**src/rtl/packet_scheduler.sv**
```systemverilog
// HDMI data-island packet scheduler.
// Orders the per-frame packets (ACR, Audio InfoFrame, optional AVI InfoFrame)
// and then serves audio sample packets out of a small sample FIFO. Each
// packet_enable request from the HDMI core selects exactly one packet type,
// registered on the requesting clk_pixel edge and held until the next request.
module packet_scheduler #(
   parameter int AUDIO_BIT_WIDTH = 16,
   parameter int CHANNELS        = 2,
   parameter int FIFO_DEPTH      = 8,
   parameter int SEND_AVI        = 1
) (
   input  logic                                clk_pixel,
   input  logic                                rst_n,
   input  logic                                frame_start,
   input  logic                                packet_enable,
   input  logic                                sample_valid,
   input  logic [CHANNELS*AUDIO_BIT_WIDTH-1:0] sample_in,
   output logic                                sample_ready,
   output logic [7:0]                          packet_type,
   output logic [CHANNELS*AUDIO_BIT_WIDTH-1:0] audio_sample_word,
   output logic [$clog2(FIFO_DEPTH):0]         fifo_level,
   output logic                                overflow
);

   localparam int DATA_W  = CHANNELS * AUDIO_BIT_WIDTH;
   localparam int PTR_W   = $clog2(FIFO_DEPTH);
   localparam int LEVEL_W = PTR_W + 1;

   localparam logic [LEVEL_W-1:0] FULL_LEVEL = LEVEL_W'(FIFO_DEPTH);

   // Packet type codes presented to the HDMI core.
   localparam logic [7:0] PT_NULL  = 8'h00;
   localparam logic [7:0] PT_ACR   = 8'h01;
   localparam logic [7:0] PT_AUDIO = 8'h02;
   localparam logic [7:0] PT_AVI   = 8'h82;
   localparam logic [7:0] PT_AIF   = 8'h84;

   typedef enum logic [1:0] {
      S_ACR,
      S_AIF,
      S_AVI,
      S_AUDIO
   } state_t;

   state_t state, state_nxt, seq_state;

   logic [7:0]        type_nxt;
   logic              pop;
   logic              push;
   logic              fifo_empty;
   logic [PTR_W-1:0]  wr_ptr;
   logic [PTR_W-1:0]  rd_ptr;
   logic [DATA_W-1:0] mem [FIFO_DEPTH];

   // ------------------------------------------------------------------
   // FIFO status and handshake
   // ------------------------------------------------------------------
   assign fifo_empty   = (fifo_level == '0);
   // Full FIFO refuses the sample even if a pop happens the same cycle, so
   // the source never has to reason about the packet request timing.
   assign sample_ready = (fifo_level != FULL_LEVEL);
   assign push         = sample_valid && sample_ready;

   // ------------------------------------------------------------------
   // Sequencer
   // ------------------------------------------------------------------

   // Sequencer state register.
   always_ff @(posedge clk_pixel or negedge rst_n) begin
      if (!rst_n) begin
         state <= S_ACR;
      end else begin
         // NOTE: all clocked state is updated with <= so every register sees
         // the pre-edge values of its neighbours, independent of block order.
         state <= state_nxt;
      end
   end

   // Next-state and packet selection; frame_start restarts the sequence and,
   // when it coincides with a request, that request is served from S_ACR.
   always_comb begin
      // NOTE: every output of this block is given a default first, so no
      // path leaves a value unassigned and no latch is inferred.
      seq_state = state;
      state_nxt = state;
      type_nxt  = packet_type;
      pop       = 1'b0;

      if (frame_start) begin
         seq_state = S_ACR;
      end
      state_nxt = seq_state;

      if (packet_enable) begin
         case (seq_state)
            S_ACR: begin
               type_nxt  = PT_ACR;
               state_nxt = S_AIF;
            end
            S_AIF: begin
               type_nxt  = PT_AIF;
               state_nxt = (SEND_AVI != 0) ? S_AVI : S_AUDIO;
            end
            S_AVI: begin
               type_nxt  = PT_AVI;
               state_nxt = S_AUDIO;
            end
            S_AUDIO: begin
               if (!fifo_empty) begin
                  type_nxt = PT_AUDIO;
                  pop      = 1'b1;
               end else begin
                  type_nxt = PT_NULL;
               end
            end
            default: begin
               state_nxt = S_ACR;
            end
         endcase
      end
   end

   // Packet type and carried sample, held between requests.
   always_ff @(posedge clk_pixel or negedge rst_n) begin
      if (!rst_n) begin
         packet_type       <= PT_NULL;
         audio_sample_word <= '0;
      end else begin
         packet_type <= type_nxt;
         if (pop) begin
            audio_sample_word <= mem[rd_ptr];
         end
      end
   end

   // ------------------------------------------------------------------
   // Sample FIFO
   // ------------------------------------------------------------------

   // Sample storage; a written entry is readable from the following cycle.
   always_ff @(posedge clk_pixel) begin
      // NOTE: the storage array has no reset; occupancy is tracked by the
      // pointers and level, which are reset, so stale data is never read.
      if (push) begin
         mem[wr_ptr] <= sample_in;
      end
   end

   // Pointers wrap naturally because FIFO_DEPTH is a power of two.
   always_ff @(posedge clk_pixel or negedge rst_n) begin
      if (!rst_n) begin
         wr_ptr <= '0;
         rd_ptr <= '0;
      end else begin
         if (push) begin
            wr_ptr <= wr_ptr + PTR_W'(1);
         end
         if (pop) begin
            rd_ptr <= rd_ptr + PTR_W'(1);
         end
      end
   end

   // Occupancy: simultaneous push and pop leaves the level unchanged.
   always_ff @(posedge clk_pixel or negedge rst_n) begin
      if (!rst_n) begin
         fifo_level <= '0;
      end else begin
         case ({push, pop})
            2'b10:   fifo_level <= fifo_level + LEVEL_W'(1);
            2'b01:   fifo_level <= fifo_level - LEVEL_W'(1);
            default: fifo_level <= fifo_level;
         endcase
      end
   end

   // Sticky drop flag; only reset clears it, frame boundaries do not.
   always_ff @(posedge clk_pixel or negedge rst_n) begin
      if (!rst_n) begin
         overflow <= 1'b0;
      end else if (sample_valid && !sample_ready) begin
         overflow <= 1'b1;
      end
   end

endmodule
```
**config.mk**
```make
export PLATFORM = sky130hd
export DESIGN_NAME = packet_scheduler
export DESIGN_NICKNAME = d
export VERILOG_FILES = /design/src/rtl/packet_scheduler.sv
export SDC_FILE = /design/constraint.sdc
export NUM_CORES = 1
export LEC_CHECK = 0
export CAP_MARGIN = 10
export CORE_MARGIN = 8
export CORE_UTILIZATION = 50
export CTS_BUF_LIST = sky130_fd_sc_hd__clkbuf_8
export DETAILED_ROUTE_END_ITERATION = 7
export PLACE_DENSITY = 0.81
export SKIP_LAST_GASP = 1
export SLEW_MARGIN = 5
export SYNTH_ARGS = -nofsm -noshare
export SYNTH_HDL_FRONTEND = slang
export SYNTH_SLANG_ARGS = --single-unit
```
**constraint.sdc**
```tcl
create_clock -name clk_pixel -period 3.45 [get_ports clk_pixel]
set_clock_uncertainty 0.1 [all_clocks]
set_input_delay 0.69 -clock clk_pixel [delete_from_list [all_inputs] [get_ports clk_pixel]]
set_output_delay 0.69 -clock clk_pixel [all_outputs]
set_load 0.02 [all_outputs]
```
==> reports/metrics.cfg, run 1 <==
[sta]
holdWs_ps = 93.5
period_needed_ps = 2950
tightest_slew_ps = 1090
rsz0062_at_grt = false
finalMaxSlewViolations = 0
max_freq_mhz = 339
setup_tns_ps = 0
setup_viol = 0
fin_ws_ps = 497
relSlewSlack_pct = 26.9
finalCritPeriodShare_pct = 85.6
hold_viol_final = 0

[clock_network]
clock_latency_ps = 560
numCtsBuffers = 46
clkSinkCount = 305
cts_tree = yes
postCtsSetupRepairBufs = 0
cts_resized = 0
clk_pin_slew_ps = 60
cts_hold_buf = 0
cts.path.max_buffers = 3
clockRootBuffer = clkbuf_8
cts_max_level = 2

[final_layout]
layout_commonest_cell = edfxtp_1
area_growth_pct = 18.2
layout_common_cells = 256 x edfxtp_1, 130 x mux2i_1, 77 x clkdlybuf4s50_1, 76 x nand2_1, 64 x a22oi_1
post-route-cell-area_um2 = 14000
nets = 868
nFillCells = 1697
drive_gt1_share_pct = 12.0

[power_and_ir_drop]
ir_worst_vdd_uv = 466
p_per_area_nw_per_um2 = 757
leakage_nw = 5.16
fin_total_pwr_mw = 10.6

[synth]
syn_area_um2 = 11800
synth_cell_type_count = 32
synth_cells = 710
synth_flop_cell = edfxtp_1
post-synth-top-area-cell = edfxtp_1
yosys-top-cells-area = edfxtp_1 65%, mux2i_1 11%, dfrtp_1 10%
yosysTopAreaCellShare_pct = 64.9
ys_warn_count = 0
async_flop_share_pct = 16.1
ys_seq_elements = 305
yosysSeqAreaShare_pct = 75.3
avgSynthCellArea_um2 = 16.7
synth-edff-count = 256

[setup_path]
critical_path.max_stage_delay_ps = 590
crit_slowest_cell = or4b_1
worstPathMaxFanout = 8
worstPathArrival_ps = 2160
critPathKind = register to primary output
end_kind = primary output
critical-path-top-delay-family = simple AND/OR/NAND/NOR gates
start_kind = register
cp.required_ps = 2660
path_cells = or4b_1 > clkdlybuf4s50_1
path_buf_inv = 1

[drt]
routed_via_density = 5.44
antenna_left = 0
post_drt_wl_per_cell_um = 20.5
vias = 6419
detail_route.first_pass.iterations = 5
drc = 0
finalWirelength_um = 24100
drtIter0Drc = 465

[floorplan]
row_count = 56
die-area_um2 = 28900
die_x_um = 170
ios = 83
coreArea_um2 = 23300
initial_core_util_pct = 50.7
die_h_um = 170

[global_route]
grt_pass1_wl_um = 37500
grt_max_degree = 49
grt_pass1_vias = 6724
overflow = 0
grtUsageTotal_pct = 16.9
antenna_found_initial = 0

[place]
place.gp.congestion = 0.742
pre_cts_slack_ps = 265
hpwlAfterDp_um = 14000
dpl-instance-area_um2 = 13100
port-buffer-count = 78

[flow_run]
max-cap-violations = 0

[hold_path]
hold_class = input port to asynchronous set/reset pin

[outcome]
status = complete, no violations

## power by group
group	switching [mW]	internal (mW)	total, mW
clock	1.32	1.39	2.71
combinational	1.59	1.22	2.81
sequential	0.390	4.69	5.08
total	3.30	7.30	10.6
## cells by family after synthesis
kind of cell | count (synthesis) | synth area share (%)
other cells | 1 | 0.0317
simple gates | 135 | 5.04
xor+xnor | 8 | 0.592
buf+inv | 46 | 2.06
mux | 134 | 11.4
flops | 305 | 75.3
compound gates | 71 | 4.54
fa+ha+maj | 10 | 1.06
## area by class of cell
cell class,instances,area (µm²),share of cell area (%)
Inverter,5,21.3,0.152
Sequential cell,305,8920,63.7
Multi-Input combinational cell,362,2770,19.8
Timing Repair Buffer,101,1020,7.31
Antenna cell,1,2.50,0.0179
Clock buffer,52,716,5.11
Clock inverter,34,146,1.05
Tap cell,319,399,2.85
## routing by layer
| layer | track usage (%) | wire length [µm] |
|---|---|---|
| met5 | 0 | 0 |
| met4 | 5.27 | 456 |
| met3 | 4.29 | 1730 |
| met2 | 29.4 | 12100 |
| met1 | 20.4 | 9810 |
## cells in the mapped netlist (2+ instances only)
| cell | count |
|---|---|
| o21ai_0 | 3 |
| and2_1 | 2 |
| mux2i_1 | 130 |
| xor2_1 | 3 |
| mux2_2 | 4 |
| buf_6 | 3 |
| ha_1 | 10 |
| nand2_1 | 76 |
| a22oi_1 | 64 |
| dfrtp_1 | 49 |
| buf_4 | 8 |
| clkbuf_1 | 17 |
| edfxtp_1 | 256 |
| buf_2 | 13 |
| nor2_1 | 8 |
| xnor2_1 | 5 |
| nand2b_1 | 6 |
| nor3_1 | 3 |
| nand3_1 | 33 |
| inv_1 | 4 |
| nor2b_1 | 2 |
## stage by stage
step | utilization, % | std cells
after floorplan | - | 713
after global placement | 56.3 | 1092
after detailed placement | 56.3 | 1092
after CTS | 60.0 | 1178
after global routing | 60.0 | 1178
final | 60.0 | 1179
## path summary, 6_finish.rpt
kind                                           start  slack [ps]  cells past startpoint               endpoint
worst max-delay path                   fifo_level[1]         500                      2           sample_ready
worst min-delay path                           rst_n          90                      1   audio_sample_word[5]
worst min register to register  audio_sample_word[9]         370                      2   audio_sample_word[9]
max in group asynchronous                      rst_n        2330                      2  audio_sample_word[20]
worst max register to register         fifo_level[1]         630                     10          fifo_level[2]
min in group clk_pixel          audio_sample_word[9]         370                      2   audio_sample_word[9]
## state kept, by name, summed over array words and instances (netlist names)
name               flops
packet_type            4
rd_ptr                 3
state                  2
overflow               1
audio_sample_word     32
wr_ptr                 3
mem                  256
fifo_level             4
No activity file was read; power rests on OpenSTA's default activity.
==> run 2, diff against run 1 <==
--- a/config.mk
+++ b/config.mk
@@ -5,7 +5,7 @@
 export SDC_FILE = /design/constraint.sdc
 export NUM_CORES = 1
 export LEC_CHECK = 0
-export CAP_MARGIN = 10
+export CAP_MARGIN = 20
 export CORE_MARGIN = 8
 export CORE_UTILIZATION = 50
 export CTS_BUF_LIST = sky130_fd_sc_hd__clkbuf_8
==> results of run 2 <==
Final layout, timing and power as in run 1 (identical DEF).
